==> src/rtl/spi_slv_pkg.sv <==
// Shared types and constants for the SPI slave controller.
package spi_slv_pkg;

    typedef enum logic [2:0] {
        IDLE,
        FETCH,
        LOAD,
        SHIFT,
        STORE,
        DONE
    } statetype;

    localparam int DATA_W_C    = 8;
    localparam int BIT_CNT_W   = 3;
    localparam int SYNC_STAGES = 2;

    // Pin slots in the synchronizer array
    localparam int PIN_SCLK = 0;
    localparam int PIN_CS_N = 1;
    localparam int PIN_MOSI = 2;
    localparam int NUM_PINS = 3;

endpackage

==> src/rtl/spi_slave_ctrl_if.sv <==
// Data-register bus between the SPI slave controller (master side)
// and the register file (slave side). Read data has 1-cycle latency.
interface spi_slave_ctrl_if #(
    parameter int ADDR_W = 10,
    parameter int DATA_W = 8
);
    logic [ADDR_W-1:0] addr_o;
    logic [DATA_W-1:0] rd_data_i;
    logic [DATA_W-1:0] wr_data_o;
    logic              we_o;

    modport master (output addr_o, output wr_data_o, output we_o, input rd_data_i);
    modport slave  (input addr_o, input wr_data_o, input we_o, output rd_data_i);
endinterface

==> src/rtl/spi_slv_sync.sv <==
// Multi-flop synchronizer for one asynchronous pin plus edge detect.
// RST_VAL is the idle level of the pin so reset never fakes an edge.
module spi_slv_sync
    import spi_slv_pkg::*;
#(
    parameter logic RST_VAL = 1'b0
) (
    input  logic clk_i,
    input  logic rst_i,
    input  logic d_i,
    output logic sync_o,
    output logic rise_o,
    output logic fall_o
);
    logic [SYNC_STAGES-1:0] sync_q;
    logic                   prev_q;

    // Synchronizer chain followed by one flop of history for edges
    always_ff @(posedge clk_i or negedge rst_i) begin
        if (!rst_i) begin
            sync_q <= {SYNC_STAGES{RST_VAL}};
            prev_q <= RST_VAL;
        end else begin
            sync_q <= {sync_q[SYNC_STAGES-2:0], d_i};
            prev_q <= sync_q[SYNC_STAGES-1];
        end
    end

    assign sync_o = sync_q[SYNC_STAGES-1];
    assign rise_o =  sync_q[SYNC_STAGES-1] & ~prev_q;
    assign fall_o = ~sync_q[SYNC_STAGES-1] &  prev_q;
endmodule

==> src/rtl/spi_slave_ctrl.sv <==
// SPI mode-0 slave controller, 8-bit frames. Each byte is fetched from
// the data register at the byte index and the received byte is written
// back to the same index.
// Build option: SPI_SLV_LSB_FIRST_EN selects LSB-first bit order.
module spi_slave_ctrl
    import spi_slv_pkg::*;
#(
    parameter int ADDR_W = 10,
    parameter int DATA_W = DATA_W_C
) (
    input  logic              clk_i,
    input  logic              rst_i,
    input  logic              en_i,
    input  logic              sclk_i,
    input  logic              cs_n_i,
    input  logic              mosi_i,
    output logic              miso_o,
    output logic              miso_oe_o,
    output logic [ADDR_W-1:0] cuenta_o,
    output logic              busy_o,
    output logic              done_o,
    spi_slave_ctrl_if.master  reg_bus
);
    localparam logic [NUM_PINS-1:0] PIN_IDLE = 3'b010; // cs_n idles high

    logic [NUM_PINS-1:0] pin_raw, pin_sync, pin_rise, pin_fall;
    assign pin_raw = {mosi_i, cs_n_i, sclk_i};

    for (genvar i = 0; i < NUM_PINS; i++) begin : g_sync
        spi_slv_sync #(.RST_VAL(PIN_IDLE[i])) u_sync (
            .clk_i  (clk_i),
            .rst_i  (rst_i),
            .d_i    (pin_raw[i]),
            .sync_o (pin_sync[i]),
            .rise_o (pin_rise[i]),
            .fall_o (pin_fall[i])
        );
    end

    logic sclk_rise, sclk_fall, cs_n_sync, cs_fall, mosi_sync;
    assign sclk_rise = pin_rise[PIN_SCLK];
    assign sclk_fall = pin_fall[PIN_SCLK];
    assign cs_n_sync = pin_sync[PIN_CS_N];
    assign cs_fall   = pin_fall[PIN_CS_N];
    assign mosi_sync = pin_sync[PIN_MOSI];

    logic unused_edges;
    assign unused_edges = ^{pin_sync[PIN_SCLK], pin_rise[PIN_CS_N], pin_rise[PIN_MOSI], pin_fall[PIN_MOSI]};

    statetype             state;
    logic [DATA_W-1:0]    shift_reg, rx_reg, rx_next, shift_next;
    logic [BIT_CNT_W-1:0] bit_cnt;
    logic [ADDR_W-1:0]    addr_q;
    logic [DATA_W-1:0]    wr_data_q;
    logic                 we_q;
    logic                 abort;

    // Deselect or disable ends the transaction; level-based so a rise that
    // lands during STORE is still seen once the write has gone out.
    assign abort = cs_n_sync | ~en_i;

`ifdef SPI_SLV_LSB_FIRST_EN
    assign rx_next    = {mosi_sync, rx_reg[DATA_W-1:1]};
    assign shift_next = {1'b0, shift_reg[DATA_W-1:1]};
    assign miso_o     = shift_reg[0];
`else
    assign rx_next    = {rx_reg[DATA_W-2:0], mosi_sync};
    assign shift_next = {shift_reg[DATA_W-2:0], 1'b0};
    assign miso_o     = shift_reg[DATA_W-1];
`endif

    assign miso_oe_o         = en_i & ~cs_n_sync;
    assign reg_bus.addr_o    = addr_q;
    assign reg_bus.wr_data_o = wr_data_q;
    assign reg_bus.we_o      = we_q;

    // Transaction FSM with registered bus/status outputs
    always_ff @(posedge clk_i or negedge rst_i) begin
        if (!rst_i) begin
            state     <= IDLE;
            shift_reg <= '0;
            rx_reg    <= '0;
            bit_cnt   <= '0;
            cuenta_o  <= '0;
            addr_q    <= '0;
            wr_data_q <= '0;
            we_q      <= 1'b0;
            busy_o    <= 1'b0;
            done_o    <= 1'b0;
        end else begin
            we_q   <= 1'b0;
            done_o <= 1'b0;
            case (state)
                IDLE: begin
                    if (en_i && cs_fall) begin
                        state    <= FETCH;
                        cuenta_o <= '0;
                        bit_cnt  <= '0;
                        addr_q   <= '0;
                        busy_o   <= 1'b1;
                    end
                end
                FETCH: begin
                    if (abort) begin
                        state  <= DONE;
                        busy_o <= 1'b0;
                        done_o <= 1'b1;
                    end else begin
                        state <= LOAD;
                    end
                end
                LOAD: begin
                    if (abort) begin
                        state  <= DONE;
                        busy_o <= 1'b0;
                        done_o <= 1'b1;
                    end else begin
                        shift_reg <= reg_bus.rd_data_i;
                        bit_cnt   <= '0;
                        state     <= SHIFT;
                    end
                end
                SHIFT: begin
                    if (abort) begin
                        state  <= DONE;
                        busy_o <= 1'b0;
                        done_o <= 1'b1;
                    end else if (sclk_rise) begin
                        rx_reg  <= rx_next;
                        bit_cnt <= bit_cnt + 1'b1;
                        if (bit_cnt == BIT_CNT_W'(DATA_W - 1)) begin
                            state     <= STORE;
                            addr_q    <= cuenta_o;
                            wr_data_q <= rx_next;
                            we_q      <= 1'b1;
                        end
                    end else if (sclk_fall && bit_cnt != '0) begin
                        shift_reg <= shift_next;
                    end
                end
                STORE: begin
                    cuenta_o <= cuenta_o + 1'b1;
                    if (abort) begin
                        state  <= DONE;
                        busy_o <= 1'b0;
                        done_o <= 1'b1;
                    end else begin
                        state  <= FETCH;
                        addr_q <= cuenta_o + 1'b1;
                    end
                end
                DONE: begin
                    state <= IDLE;
                end
                default: begin
                    state  <= IDLE;
                    busy_o <= 1'b0;
                end
            endcase
        end
    end
endmodule

==> src/flat_wrapper.sv <==
// flat-port wrapper written by rule: the top's interface ports become plain ports
module spi_slave_ctrl_flat import spi_slv_pkg::*;
#(
    parameter int ADDR_W = 10,
    parameter int DATA_W = DATA_W_C
)
  (clk_i, rst_i, en_i, sclk_i, cs_n_i, mosi_i, miso_o, miso_oe_o, cuenta_o, busy_o, done_o, reg_bus_addr_o, reg_bus_wr_data_o, reg_bus_we_o, reg_bus_rd_data_i);
  spi_slave_ctrl_if #(.ADDR_W(ADDR_W), .DATA_W(DATA_W)) reg_bus_i ();
  input  logic clk_i;
  input  logic rst_i;
  input  logic en_i;
  input  logic sclk_i;
  input  logic cs_n_i;
  input  logic mosi_i;
  output logic miso_o;
  output logic miso_oe_o;
  output logic [ADDR_W-1:0] cuenta_o;
  output logic busy_o;
  output logic done_o;
  output wire logic [$bits(reg_bus_i.addr_o)-1:0] reg_bus_addr_o;
  output wire logic [$bits(reg_bus_i.wr_data_o)-1:0] reg_bus_wr_data_o;
  output wire logic [$bits(reg_bus_i.we_o)-1:0] reg_bus_we_o;
  input wire logic [$bits(reg_bus_i.rd_data_i)-1:0] reg_bus_rd_data_i;
  assign reg_bus_addr_o = reg_bus_i.addr_o;
  assign reg_bus_wr_data_o = reg_bus_i.wr_data_o;
  assign reg_bus_we_o = reg_bus_i.we_o;
  assign reg_bus_i.rd_data_i = reg_bus_rd_data_i;
  spi_slave_ctrl #(.ADDR_W(ADDR_W), .DATA_W(DATA_W)) u_core (.clk_i(clk_i), .rst_i(rst_i), .en_i(en_i), .sclk_i(sclk_i), .cs_n_i(cs_n_i), .mosi_i(mosi_i), .miso_o(miso_o), .miso_oe_o(miso_oe_o), .cuenta_o(cuenta_o), .busy_o(busy_o), .done_o(done_o), .reg_bus(reg_bus_i));
endmodule
==> config.mk <==
export PLATFORM = sky130hd
export DESIGN_NAME = spi_slave_ctrl_flat
export DESIGN_NICKNAME = d
export VERILOG_FILES = /design/src/rtl/spi_slv_pkg.sv /design/src/rtl/spi_slave_ctrl_if.sv /design/src/rtl/spi_slv_sync.sv /design/src/rtl/spi_slave_ctrl.sv /design/src/flat_wrapper.sv
export SDC_FILE = /design/constraint.sdc
export NUM_CORES = 1
export LEC_CHECK = 0
export ABC_AREA = 0
export CORE_MARGIN = 10
export CORE_UTILIZATION = 50
export CTS_BUF_LIST = sky130_fd_sc_hd__clkbuf_8 sky130_fd_sc_hd__clkbuf_16
export CTS_CLUSTER_SIZE = 40
export DETAILED_ROUTE_END_ITERATION = 10
export PLACE_DENSITY = 0.78
export SLEW_MARGIN = 40
export SYNTH_ARGS = -nofsm -noshare
export SYNTH_HDL_FRONTEND = slang
export SYNTH_SLANG_ARGS = --single-unit
==> constraint.sdc <==
create_clock -name clk_i -period 3.8 [get_ports clk_i]
set_input_delay 0.57 -clock clk_i [delete_from_list [all_inputs] [get_ports clk_i]]
set_output_delay 0.57 -clock clk_i [all_outputs]
set_load 0.01 [all_outputs]
==> metrics.txt <==
# TYPE chip_impl_metric gauge
chip_impl_metric{name="max_freq",unit="MHz"} 386
chip_impl_info{name="timing_worst_setup_path_type",value="input pin to primary output"} 1
chip_impl_metric{name="drt_wl_total",unit="microns"} 5650
chip_impl_info{name="cts_tree",value="built"} 1
chip_impl_metric{name="rows",unit=""} 26
chip_impl_metric{name="max-cap-violations",unit=""} 0
chip_impl_info{name="postSynth.topFlopCell",value="sky130_fd_sc_hd__dfrtp_1"} 1
chip_impl_metric{name="finish.net_count",unit=""} 313
chip_impl_info{name="path_cells",value="clkdlybuf4s50_1, nand2b_1, inv_1, buf_4, clkdlybuf4s50_1"} 1
chip_impl_metric{name="timing_worst_slew_pin_value",unit="ps"} 777
chip_impl_metric{name="grt_pass1_vias",unit=""} 2063
chip_impl_metric{name="totalPowerFinal",unit="mW"} 2.19
chip_impl_metric{name="asyncSetResetFlopFracSynth",unit="%"} 100
chip_impl_metric{name="ioPinCount",unit=""} 47
chip_impl_metric{name="synth-edff-count",unit=""} 0
chip_impl_metric{name="cts_max_path_buffers",unit=""} 2
chip_impl_metric{name="synth_top_area_share",unit="%"} 52.3
chip_impl_metric{name="power.ir.vdd_worst",unit="V"} 0.000387
chip_impl_metric{name="min_period",unit="ps"} 2590
chip_impl_metric{name="grtUsageTotal",unit="%"} 13.9
chip_impl_metric{name="critical_path_cell_count",unit=""} 5
chip_impl_metric{name="r2r.worst_path.cells",unit=""} 6
chip_impl_info{name="grt_setup_unrepaired",value="false"} 1
chip_impl_metric{name="power-per-cell-area",unit="mW/mm^2"} 632
chip_impl_metric{name="yosys_warnings",unit=""} 0
chip_impl_metric{name="reg2reg_slack",unit="ps"} 1490
chip_impl_metric{name="critPathMaxFanout",unit=""} 16
chip_impl_info{name="synth_area_leader_cell",value="sky130_fd_sc_hd__dfrtp_1"} 1
chip_impl_metric{name="cts_hold_buffers",unit=""} 0
chip_impl_metric{name="clkLatencyLatePin",unit="ps"} 330
chip_impl_info{name="synth.area.top_cells",value="sky130_fd_sc_hd__dfrtp_1 52%, sky130_fd_sc_hd__mux2_2 9.1%, sky130_fd_sc_hd__nand2_1 4.3%"} 1
chip_impl_metric{name="dp_hpwl",unit="microns"} 3860
chip_impl_metric{name="power.leakage",unit="nW"} 1.64
chip_impl_metric{name="fp.coreArea",unit="sq mm"} 0.00520
chip_impl_info{name="crit_path_frequent_cell",value="sky130_fd_sc_hd__clkdlybuf4s50_1"} 1
chip_impl_metric{name="dieHeight",unit="microns"} 93.9
chip_impl_metric{name="layout.area.seq",unit="sq mm"} 0.00151
chip_impl_metric{name="critPathMaxStageDelay",unit="ps"} 570
chip_impl_metric{name="required",unit="ps"} 3230
chip_impl_info{name="worstSetupStartpointType",value="input pin"} 1
chip_impl_metric{name="grt_max_degree",unit=""} 44
chip_impl_metric{name="flow.area_growth_from_synthesis",unit="%"} 26.8
chip_impl_metric{name="postRouteAntennaNets",unit=""} 0
chip_impl_metric{name="port_buffers",unit=""} 46
chip_impl_metric{name="tns",unit="ps"} 0
chip_impl_metric{name="drt_iter0_markers",unit=""} 88
chip_impl_metric{name="fin_skew",unit="ps"} 5.06
chip_impl_metric{name="syn-instance-count",unit=""} 248
chip_impl_info{name="setup_crit_end",value="miso_oe_o"} 1
chip_impl_metric{name="floorplan.die_area",unit="sq mm"} 0.00881
chip_impl_metric{name="post_cts.resized_instances",unit=""} 0
chip_impl_metric{name="finalSetupViolations",unit=""} 0
chip_impl_metric{name="hold_viol_final",unit=""} 0
chip_impl_metric{name="drv_slew",unit=""} 0
chip_impl_metric{name="synth_cell_types",unit=""} 45
chip_impl_metric{name="postSynthAreaPerCell",unit="sq um"} 11.0
chip_impl_metric{name="globalRouteOverflowTotal",unit=""} 0
chip_impl_metric{name="clk_pin_slew",unit="ps"} 60
chip_impl_metric{name="syn-num-nets",unit=""} 266
chip_impl_info{name="worst_hold_path_type",value="input pin to asynchronous set/reset pin"} 1
chip_impl_info{name="worstSetupEndpointType",value="primary output"} 1
chip_impl_metric{name="multiInputGateArea",unit="sq mm"} 0.00113
chip_impl_metric{name="initial_antenna_violation_count",unit=""} 0
chip_impl_metric{name="vias_per_cell",unit=""} 5.35
chip_impl_metric{name="synth_seq_cells",unit=""} 60
chip_impl_metric{name="dr.pass1.iters",unit=""} 4
chip_impl_metric{name="wl_per_cell",unit="microns"} 15.3
chip_impl_metric{name="layout.filler_cells",unit=""} 416
chip_impl_metric{name="drc",unit=""} 0
chip_impl_info{name="cts_root_buf",value="sky130_fd_sc_hd__clkbuf_8"} 1
chip_impl_metric{name="post_cts_setup_repair_bufs",unit=""} 0
chip_impl_metric{name="slew_headroom",unit="%"} 47.8
chip_impl_metric{name="initial_utilization",unit="%"} 52.4
chip_impl_metric{name="cp_data_arrival_time",unit="ps"} 2020
chip_impl_metric{name="syn_area",unit="sq mm"} 0.00273
chip_impl_metric{name="synth_seq_area_share",unit="%"} 55.2
chip_impl_metric{name="critical_path.n_buffers_inverters",unit=""} 4
chip_impl_metric{name="cts_sinks",unit=""} 60
chip_impl_metric{name="tritoncts_buffer_count",unit=""} 9
chip_impl_info{name="regToRegStartpoint",value="u_core.bit_cnt[0]"} 1
chip_impl_info{name="critical_path.reg2reg.endpoint",value="u_core.reg_bus.addr_o[0]"} 1
chip_impl_info{name="result_of_the_run",value="completed"} 1
chip_impl_metric{name="min_period_over_period",unit="%"} 68.2
chip_impl_metric{name="dieWidth",unit="microns"} 93.9
chip_impl_metric{name="post_route_cells_drive_above_1_share",unit="%"} 17.3
chip_impl_metric{name="detailroute.via_count",unit=""} 1980
chip_impl_info{name="startpoint",value="en_i"} 1
chip_impl_info{name="critPathSlowestCell",value="sky130_fd_sc_hd__clkdlybuf4s50_1"} 1
chip_impl_metric{name="insertedDiodeCount",unit=""} 0
chip_impl_metric{name="routabilityCongestion",unit=""} 0.791
chip_impl_metric{name="h_tree_depth",unit=""} 3
chip_impl_metric{name="grt_pass1_wl",unit="microns"} 9870
chip_impl_info{name="worst_path_dominant_cell_family",value="buffers and inverters"} 1
## power breakdown
group	total [mW]	switching [mW]	internal, mW
combinational	0.620	0.307	0.312
sequential	0.909	0.133	0.777
clock	0.657	0.236	0.421
## routing by layer
layer | share of wire [%] | routed length [microns] | global-route usage [%]
met1 | 44 | 2500 | 17.2
met2 | 47 | 2670 | 21.2
met3 | 6.9 | 390 | 4.72
met4 | 1.5 | 85 | 6.84
met5 | 0 | 0 | 0
## area by class of cell
class | count | share of cell area, %
sequential | 60 | 43.5
multi-input combinational | 167 | 32.5
timing repair buffer | 48 | 13.7
clock buffer | 12 | 4.77
tap | 70 | 2.53
clock inverter | 4 | 2.02
inverter | 9 | 0.976
## Yosys cell counts (2+ instances only)
library cell	number
sky130_fd_sc_hd__nor3b_2	2
sky130_fd_sc_hd__buf_2	6
sky130_fd_sc_hd__o21ai_0	22
sky130_fd_sc_hd__nor2_2	2
sky130_fd_sc_hd__inv_1	9
sky130_fd_sc_hd__nand4b_1	2
sky130_fd_sc_hd__dfrtp_1	57
sky130_fd_sc_hd__a21oi_1	20
sky130_fd_sc_hd__a22oi_1	2
sky130_fd_sc_hd__and3_1	5
sky130_fd_sc_hd__mux2_2	22
sky130_fd_sc_hd__nand3_1	2
sky130_fd_sc_hd__and3b_1	2
sky130_fd_sc_hd__nand2_1	31
sky130_fd_sc_hd__a31oi_1	8
sky130_fd_sc_hd__nand4_1	2
sky130_fd_sc_hd__mux2i_1	5
sky130_fd_sc_hd__dfstp_2	3
sky130_fd_sc_hd__nor2_1	8
sky130_fd_sc_hd__nand2b_1	5
sky130_fd_sc_hd__ha_1	4
sky130_fd_sc_hd__o22ai_1	2
sky130_fd_sc_hd__clkbuf_1	3
sky130_fd_sc_hd__nand3b_1	2
sky130_fd_sc_hd__and2_1	2
## worst register-to-register path: cells and delay by family (launching register included)
kind,cells,cell delay [ps]
adders and majority gates,2,330
DFF,1,350
AOI/OAI and AO/OA,1,480
muxes,1,360
and+or+nand+nor,2,680
## cells by family after synthesis
logic type / count (synthesis) / share of synthesized area (%)
adder cells (fa/ha/maj): 4 / 1.83
flip-flops: 60 / 55.2
AO/OA/AOI/OAI: 63 / 14.0
multiplexers: 28 / 11.3
buffers and inverters: 21 / 3.58
AND/OR/NAND/NOR: 72 / 14.1
## worst min path at each step
stage / to / slack, ps / cells past startpoint
CTS: u_core.reg_bus.wr_data_o[2] / 240 / 1
finish: u_core.g_sync[0].u_sync.sync_q[1] / 230 / 1
global route: u_core.reg_bus.wr_data_o[0] / 260 / 1
detailed placement: u_core.g_sync[0].u_sync.sync_q[1] / 330 / 0
floorplan: u_core.bit_cnt[0] / 270 / 0
global placement: u_core.g_sync[0].u_sync.sync_q[1] / 330 / 0
## through the flow
stage	utilization [%]	hold WS, ps	instances	area (sq um)	worst slack, ps
after floorplan	-	274	248	2730	1900
after global placement	61.9	332	354	3220	1240
after detailed placement	62.0	335	354	3230	1220
after CTS	66.5	238	370	3460	1220
after global routing	66.5	256	370	3460	1170
final	66.5	231	370	3460	1210
## layout by cell type (no fill, tap or decap), types with 3 or more instances in the layout
cell type / instances
sky130_fd_sc_hd__clkbuf_8: 12
sky130_fd_sc_hd__mux2_2: 22
sky130_fd_sc_hd__nor2_1: 8
sky130_fd_sc_hd__dfrtp_1: 57
sky130_fd_sc_hd__ha_1: 4
sky130_fd_sc_hd__o21ai_0: 22
sky130_fd_sc_hd__dfstp_2: 3
sky130_fd_sc_hd__nand2b_1: 5
sky130_fd_sc_hd__a21oi_1: 20
sky130_fd_sc_hd__and3_1: 5
sky130_fd_sc_hd__inv_1: 9
sky130_fd_sc_hd__clkdlybuf4s50_1: 45
sky130_fd_sc_hd__mux2i_1: 5
sky130_fd_sc_hd__a31oi_1: 8
sky130_fd_sc_hd__nand2_1: 31
sky130_fd_sc_hd__buf_4: 3
No activity file was read; power rests on OpenSTA's default activity.
